### src/rtl/jk_bank_arbiter.sv
// Round-robin arbiter granting two requesters exclusive use of a shared JK latch bank.
// Each command runs SETUP -> PULSE (EN_CYCLES) -> HOLD -> ACK, with every output registered.
module jk_bank_arbiter #(
    parameter int unsigned N         = 4,
    parameter int unsigned EN_CYCLES = 1
) (
    input  logic         clk,
    input  logic         rst,
    input  logic         req0,
    input  logic         req1,
    input  logic [N-1:0] j0,
    input  logic [N-1:0] k0,
    input  logic [N-1:0] j1,
    input  logic [N-1:0] k1,
    output logic         ack0,
    output logic         ack1,
    output logic [N-1:0] rdata,
    output logic         enable,
    output logic [N-1:0] j,
    output logic [N-1:0] k,
    input  logic [N-1:0] q,
    output logic         busy,
    output logic         gnt_id
);

    typedef enum logic [2:0] {StIdle, StSetup, StPulse, StHold, StAck} state_e;

    // Counter counts down to zero, so it is loaded with one less than the pulse width.
    localparam logic [3:0] CntLoad = 4'(EN_CYCLES - 1);

    state_e       state_q, state_d;
    logic [3:0]   cnt_q, cnt_d;
    logic [N-1:0] cmd_j_q, cmd_j_d;
    logic [N-1:0] cmd_k_q, cmd_k_d;
    logic [N-1:0] rdata_q, rdata_d;
    logic [N-1:0] j_q, j_d;
    logic [N-1:0] k_q, k_d;
    logic         gnt_q, gnt_d;
    logic         en_q, en_d;
    logic         ack0_q, ack0_d;
    logic         ack1_q, ack1_d;
    logic         busy_q, busy_d;
    logic         win;
    logic         drive;

    // Next-state, arbitration and next-output logic; outputs derive from the next state
    // so that they are all straight flop outputs.
    always_comb begin
        state_d = state_q;
        cnt_d   = cnt_q;
        cmd_j_d = cmd_j_q;
        cmd_k_d = cmd_k_q;
        rdata_d = rdata_q;
        gnt_d   = gnt_q;
        // Round-robin: on contention the requester that did not own the bank last wins.
        win     = (req0 && req1) ? ~gnt_q : req1;

        unique case (state_q)
            StIdle: begin
                if (req0 || req1) begin
                    state_d = StSetup;
                    gnt_d   = win;
                    cmd_j_d = win ? j1 : j0;
                    cmd_k_d = win ? k1 : k0;
                end
            end
            StSetup: begin
                state_d = StPulse;
                cnt_d   = CntLoad;
            end
            StPulse: begin
                if (cnt_q == 4'd0) begin
                    state_d = StHold;
                end else begin
                    cnt_d = cnt_q - 4'd1;
                end
            end
            StHold: begin
                state_d = StAck;
                rdata_d = q;
            end
            StAck: begin
                state_d = StIdle;
            end
            default: begin
                state_d = StIdle;
            end
        endcase

        drive  = (state_d == StSetup) || (state_d == StPulse);
        j_d    = drive ? cmd_j_d : '0;
        k_d    = drive ? cmd_k_d : '0;
        en_d   = (state_d == StPulse);
        ack0_d = (state_d == StAck) && !gnt_d;
        ack1_d = (state_d == StAck) && gnt_d;
        busy_d = (state_d != StIdle);
    end

    // State and output registers; reset aborts any command in flight.
    always_ff @(posedge clk or posedge rst) begin
        if (rst) begin
            state_q <= StIdle;
            cnt_q   <= 4'd0;
            cmd_j_q <= '0;
            cmd_k_q <= '0;
            rdata_q <= '0;
            gnt_q   <= 1'b1;
            j_q     <= '0;
            k_q     <= '0;
            en_q    <= 1'b0;
            ack0_q  <= 1'b0;
            ack1_q  <= 1'b0;
            busy_q  <= 1'b0;
        end else begin
            state_q <= state_d;
            cnt_q   <= cnt_d;
            cmd_j_q <= cmd_j_d;
            cmd_k_q <= cmd_k_d;
            rdata_q <= rdata_d;
            gnt_q   <= gnt_d;
            j_q     <= j_d;
            k_q     <= k_d;
            en_q    <= en_d;
            ack0_q  <= ack0_d;
            ack1_q  <= ack1_d;
            busy_q  <= busy_d;
        end
    end

    assign ack0   = ack0_q;
    assign ack1   = ack1_q;
    assign rdata  = rdata_q;
    assign enable = en_q;
    assign j      = j_q;
    assign k      = k_q;
    assign busy   = busy_q;
    assign gnt_id = gnt_q;

endmodule

### config.mk
export PLATFORM = sky130hd
export DESIGN_NAME = jk_bank_arbiter
export DESIGN_NICKNAME = d
export VERILOG_FILES = /design/src/rtl/jk_bank_arbiter.sv
export SDC_FILE = /design/constraint.sdc
export NUM_CORES = 1
export LEC_CHECK = 0
export CAP_MARGIN = 15
export CELL_PAD_IN_SITES_DETAIL_PLACEMENT = 2
export CELL_PAD_IN_SITES_GLOBAL_PLACEMENT = 2
export CORE_ASPECT_RATIO = 2
export CORE_MARGIN = 2
export CORE_UTILIZATION = 33
export DETAILED_ROUTE_END_ITERATION = 8
export PLACE_DENSITY_LB_ADDON = 0.1
export SLEW_MARGIN = 20
export SYNTH_ARGS = -nofsm -noshare
export SYNTH_HDL_FRONTEND = slang
export SYNTH_SLANG_ARGS = --single-unit
### constraint.sdc
create_clock -name clk -period 2.96 [get_ports clk]
set_input_delay 0.592 -clock clk [delete_from_list [all_inputs] [get_ports clk]]
set_output_delay 0.592 -clock clk [all_outputs]
set_load 0.02 [all_outputs]
==> flow_metrics.py, run 1 <==
metrics = {
    "cts": {
        "clk_path_buf_depth": 2,
        "cts_resized": 0,
        "h-tree-depth": 2,
        "clockRootBuffer": "clkbuf_8",
        "cts_tree": "done",
        "cts-buffers-inserted": 5,
        "insertion_delay_ps": 290,
        "cts_setup_buffers": 0,
        "path_clk_slew_ps": 70,
        "cts_hold_buffers": 0,
        "clock_sinks": 32,
    },
    "critical_path": {
        "required_ps": 2370,
        "worstSetupEndpointType": "output port",
        "critical-path-top-delay-family": "buffers and inverters",
        "path_cells": "clkdlybuf4s50_1",
        "cp.arrival_ps": 1490,
        "r2r-end": "k[3]",
        "slowest_stage": "clkdlybuf4s50_1",
        "critPathMaxStageDelay_ps": 620,
        "cp_max_fo": 6,
        "criticalPathCategory": "register to output port",
        "timing.rr.start": "cnt_q[0]",
        "cp.buffers_inverters": 1,
        "rrSetupSlack_ps": 1330,
        "r2r_cells": 5,
        "startpoint_type": "register",
    },
    "yosys": {
        "yosysMostFrequentCell": "dfrtp_1",
        "seq_area_frac_synth": 0.5382,
        "synth-main-ff-cell": "dfrtp_1",
        "yosys-top-cells-area": "dfrtp_1 (52%), mux2i_1 (11%), o2bb2ai_1 (4.7%), inv_1 (3.0%), mux2_2 (3.0%)",
        "synth_cells": 119,
        "ys_top_cells_by_count": "dfrtp_1 (31), mux2i_1 (16), inv_1 (12)",
        "synth_edf_count": 0,
        "async_reset_ff_frac": 1.000,
        "synth_warnings": 0,
        "synth.net_count": 145,
        "synth.distinct_cells": 35,
        "synth_area_um2": 1490,
        "yosys.area.top_type": "dfrtp_1",
        "synth_top_cell_area_share": 0.5206,
        "synth-seq-cells": 32,
        "postSynthAreaPerCell_um2": 12.52,
    },
    "timing": {
        "period_share": 0.7032,
        "rsz0062_at_grt": "false",
        "holdWs_ps": 494.4,
        "slew_headroom": 0.6397,
        "hold_violations": 0,
        "finalMaxSlewViolations": 0,
        "finClkSkew_ps": 6.141,
        "worstMarginPinSlew_ps": 540.5,
        "setup_tns_ps": 0,
        "setup_viol": 0,
        "min_period_ps": 2082,
        "fmaxAchievable_mhz": 480.4,
    },
    "detailed_routing": {
        "final_antenna_net_count": 0,
        "wirelength_um": 3906,
        "firstDrtPassIters": 2,
        "drt-initial-drc-count": 9,
        "drcViolationCount": 0,
        "viasPerCell": 5.078,
        "vias": 1107,
        "avgRoutedWirePerCell_um": 17.92,
    },
    "global_route": {
        "antenna_found_initial": 0,
        "grt_pass1_wl_um": 6417,
        "grt_pass1_vias": 1316,
        "grt_usage": 0.1714,
        "grt_overflow_total": 0,
        "grt_max_degree": 33,
    },
    "floorplanning": {
        "die_h_um": 99.03,
        "pin_count": 41,
        "rows": 34,
        "die_w_um": 51.52,
        "start_util": 0.3434,
        "core_area_um2": 4339,
        "die-area_um2": 5102,
    },
    "placed_design": {
        "io_buffers": 40,
        "dp_hpwl_um": 2845,
        "routabilityCongestion": 0.7335,
        "dpl_cell_area_um2": 1927,
    },
    "status": {
        "outcome": "completed",
    },
    "pwr": {
        "switching_power_w": 0.0007366,
        "clock_power_share": 0.226,
        "peakVddDrop_uv": 491.5,
        "seqPwrFrac": 0.376,
        "swShare": 0.3594,
        "p_int_w": 0.001313,
        "leakage_nw": 0.9319,
        "p_total_w": 0.002050,
        "power_density_nw_per_um2": 998.2,
        "combPwrFrac": 0.398,
    },
    "worst_hold_path": {
        "hold-path-cell-count": 1,
        "hp-class": "register to register",
        "min-delay-start": "cmd_k_q[1]",
        "min_delay_worst_endpoint": "k[1]",
    },
    "job": {
        "cap_violations": 0,
    },
    "final_layout": {
        "design_area_um2": 2053,
        "syn_to_final_growth_pct": 37.78,
        "n_antenna_cell": 0,
        "nets": 189,
        "drive_above_1_share": 0.1402,
        "nFillCells": 464,
    },
}
worst max path at each step:
| stage | startpoint | endpoint | depth (start not counted) |
|---|---|---|---|
| global placement | req1 | cmd_k_q[0] | 5 |
| CTS | gnt_id | gnt_id | 1 |
| detailed placement | req1 | j[2] | 5 |
| finish | gnt_id | gnt_id | 1 |
| global route | req1 | cmd_k_q[3] | 5 |
| floorplan | req1 | cmd_j_q[0] | 4 |
area by class of cell:
cell class | instances | area, um2 | area share
Clock buffer | 7 | 96.34 | 0.04692
Clock inverter | 1 | 30.03 | 0.01463
Inverter | 12 | 45.04 | 0.02194
Multi-Input combinational cell | 69 | 589.3 | 0.2870
Sequential cell | 32 | 802.0 | 0.3906
Tap cell | 54 | 67.56 | 0.03291
Timing Repair Buffer | 43 | 422.9 | 0.2060
cells in the final DEF, fill, tap and decap left out, drive strengths merged:
master	netlist	routed
dfstp	1	1
nand3	3	3
nand2	1	1
inv	12	12
o221ai	1	1
and4b	1	1
and3	1	1
nand4	1	1
a21oi	3	3
o2bb2ai	8	8
a31oi	1	1
and2b	1	1
o21ai	4	4
o211ai	2	2
bufinv	0	1
mux2	4	4
ha	2	2
nor3b	1	1
nand3b	1	1
o31ai	2	2
dfrtp	31	31
o32ai	1	1
clkdlybuf4s50	0	40
nor2	3	3
nor3	3	3
clkbuf	0	7
mux2i	16	16
buf	6	3
or3b	1	1
nand2b	4	4
a21boi	1	1
and2	1	1
or4	2	2
sequential cells by signal, summed over array words and instances, names as in the netlist:
| register | cells |
|---|---|
| cnt_q | 4 |
| ack0 | 1 |
| ack1 | 1 |
| enable | 1 |
| rdata | 4 |
| state_q | 3 |
| j | 4 |
| cmd_j_q | 4 |
| gnt_id | 1 |
| busy | 1 |
| k | 4 |
| cmd_k_q | 4 |
per-stage QoR:
stage / util / instances / worst slack, ps
after global routing: 0.4732 / 218 / 788.2
after CTS: 0.4732 / 218 / 863.0
after global placement: 0.4441 / 210 / 724.6
final: 0.4732 / 218 / 878.5
after detailed placement: 0.4441 / 210 / 618.5
after floorplan: - / 119 / 1561
cell families (layout without fill, tap and decap cells):
group,count (synthesis),after routing,synth area share
DFF,32,32,0.5382
and+or+nand+nor,24,24,0.1142
AOI/OAI and AO/OA,23,23,0.1268
muxes,20,20,0.1377
buffers and inverters,18,63,0.06632
adders and majority gates,2,2,0.01679
power groups by stage:
stage          Clock [W]  Combinational (W)  Sequential, W
2_1_floorplan          0           0.000473       0.000818
3_3_place_gp           0           0.000788       0.000766
3_5_place_dp           0           0.000822       0.000778
4_1_cts         0.000476           0.000840       0.000775
5_1_grt         0.000492           0.000889       0.000802
6_report        0.000464           0.000815       0.000771
layer usage:
layer | vias to the layer above | part of all wire | global-route usage
met1 | 568 | 0.37 | 0.1725
met2 | 24 | 0.58 | 0.3205
met3 | 7 | 0.029 | 0.03333
met4 | 0 | 0.022 | 0.07895
met5 | - | 0 | 0
li1 | 508 | - | -
Note: power is estimated with default switching activity, not from simulation.
==> run 2, diff against run 1 <==
--- a/config.mk
+++ b/config.mk
@@ -10,7 +10,7 @@
 export CELL_PAD_IN_SITES_GLOBAL_PLACEMENT = 2
 export CORE_ASPECT_RATIO = 2
 export CORE_MARGIN = 2
-export CORE_UTILIZATION = 33
+export CORE_UTILIZATION = 30
 export DETAILED_ROUTE_END_ITERATION = 8
 export PLACE_DENSITY_LB_ADDON = 0.1
 export SLEW_MARGIN = 20
==> constraint.sdc (replaced) <==
create_clock -name clk -period 2.05 [get_ports clk]
set_input_delay 0.41 -clock clk [delete_from_list [all_inputs] [get_ports clk]]
set_output_delay 0.41 -clock clk [all_outputs]
set_load 0.02 [all_outputs]
==> flow_metrics.py, run 2 (synthesis results as in run 1) <==
metrics = {
    "floorplanning": {
        "die_w_um": 53.84,
        "pin_count": 41,
        "start_util": 0.3092,
        "die_h_um": 103.7,
        "core_area_um2": 4820,
        "rows": 36,
        "die-area_um2": 5581,
    },
    "final_layout": {
        "n_antenna_cell": 0,
        "nets": 191,
        "mostFrequentLayoutCell": "clkdlybuf4s50_1",
        "syn_to_final_growth_pct": 35.94,
        "drive_above_1_share": 0.1325,
        "layout_common_cells": "clkdlybuf4s50_1 (40), dfrtp_1 (31), mux2i_1 (16)",
    },
    "pwr": {
        "clock_power_share": 0.167,
        "seqPwrFrac": 0.395,
        "peakVddDrop_uv": 633.3,
        "leakage_nw": 0.9167,
        "power_density_nw_per_um2": 1369,
        "switching_power_w": 0.001044,
        "p_total_w": 0.002774,
        "swShare": 0.3763,
        "combPwrFrac": 0.438,
        "p_int_w": 0.001730,
    },
    "global_route": {
        "grt_pass1_vias": 1258,
        "grt_overflow_total": 0,
        "antenna_found_initial": 0,
        "grt_usage": 0.1508,
        "grt_max_degree": 33,
        "grt_pass1_wl_um": 6134,
    },
    "timing": {
        "period_share": 0.9144,
        "min_period_ps": 1875,
        "hold_violations": 0,
        "finalMaxSlewViolations": 0,
        "setup_tns_ps": 0,
        "setup_viol": 0,
        "rsz0062_at_grt": "false",
        "finClkSkew_ps": 5.855,
        "worstMarginPinSlew_ps": 557.9,
        "slew_headroom": 0.6281,
        "layout_setup_ws_ps": 175.4,
        "fmaxAchievable_mhz": 533.4,
    },
    "detailed_routing": {
        "final_antenna_net_count": 0,
        "vias": 1107,
        "drcViolationCount": 0,
        "met3WireLength_um": 99,
        "viasPerCell": 4.964,
        "highest_layer": "met4",
        "drt-initial-drc-count": 4,
        "wl_met2_um": 2274,
        "wirelength_um": 3730,
        "firstDrtPassIters": 3,
        "avgRoutedWirePerCell_um": 16.73,
        "met1_length_um": 1300,
    },
    "critical_path": {
        "crit_end": "gnt_id",
        "worstSetupEndpointType": "output port",
        "cp_max_fo": 6,
        "critPathLaunch": "gnt_id",
        "cp.arrival_ps": 1460,
        "critPathMaxStageDelay_ps": 610,
        "path_depth": 1,
        "critical-path-top-delay-family": "buffers and inverters",
        "startpoint_type": "register",
        "required_ps": 1640,
        "slowest_stage": "clkdlybuf4s50_1",
        "path_cells": "clkdlybuf4s50_1",
        "criticalPathCategory": "register to output port",
        "r2r-end": "j[1]",
        "cp.buffers_inverters": 1,
        "timing.rr.start": "cnt_q[0]",
        "r2r_cells": 5,
        "rrSetupSlack_ps": 390,
    },
    "cts": {
        "clk_path_buf_depth": 2,
        "cts_hold_buffers": 0,
        "cts_tree": "done",
        "clock_sinks": 32,
        "cts_setup_buffers": 0,
        "path_clk_slew_ps": 60,
        "cts-buffers-inserted": 5,
        "cts_resized": 0,
        "h-tree-depth": 2,
        "clockRootBuffer": "clkbuf_8",
        "insertion_delay_ps": 280,
    },
    "status": {
        "outcome": "completed",
    },
    "job": {
        "cap_violations": 0,
    },
    "placed_design": {
        "place_ws_ps": 175.3,
        "dp_hpwl_um": 2901,
        "io_buffers": 40,
        "routabilityCongestion": 0.6791,
    },
    "worst_hold_path": {
        "hp-class": "register to register",
    },
}
[run 2: power by group through the flow]
stage | registers [W] | clock network (W) | logic [W]
after global routing | 0.00113 | 0.000509 | 0.00132
after global placement | 0.00109 | 0 | 0.00120
after detailed placement | 0.00111 | 0 | 0.00124
final | 0.00110 | 0.000462 | 0.00121
after floorplan | 0.00118 | 0 | 0.000683
after CTS | 0.00110 | 0.000485 | 0.00124
[run 2: final cells by class]
class	instances	area [um2]
Sequential cell	32	802.0
Inverter	12	45.04
Timing Repair Buffer	45	437.9
Multi-Input combinational cell	69	589.3
Tap cell	57	71.32
Clock buffer	8	80.08
Fill cell	498	2794
[run 2: per-stage QoR]
stage | std cells | cell area [um2] | utilization | hold slack [ps]
after global placement | 215 | 1946 | 0.4037 | 471.4
after detailed placement | 215 | 1946 | 0.4037 | 476.9
after floorplan | 119 | 1490 | - | 456.1
final | 223 | 2026 | 0.4203 | 494.8
after CTS | 223 | 2026 | 0.4203 | 501.0
after global routing | 223 | 2026 | 0.4203 | 523.4
[run 2: worst min-delay path by stage]
stage / startpoint / to / slack, ps / depth (start not counted)
final: cmd_j_q[3] / j[3] / 490 / 1
after global routing: cmd_k_q[1] / k[1] / 520 / 1
after CTS: cmd_j_q[3] / j[3] / 500 / 1
after detailed placement: cmd_j_q[0] / j[0] / 480 / 1
after global placement: cmd_k_q[0] / k[0] / 470 / 1
after floorplan: cmd_j_q[0] / j[0] / 460 / 1
[run 2: worst reg2reg max path: cells and delay by family, from the launching register on]
| family | cells | cell delay [ps] |
|---|---|---|
| AOI/OAI and AO/OA | 2 | 690 |
| DFF | 1 | 400 |
| adders and majority gates | 1 | 210 |
| and+or+nand+nor | 1 | 200 |
| buffers and inverters | 1 | 80 |
[run 2: metal layers]
metal  track usage  vias to the layer above
li1              -                      511
met4       0.04945                        0
met5             0                        -
met3       0.03170                        5
met2        0.2814                       22
met1        0.1524                      569
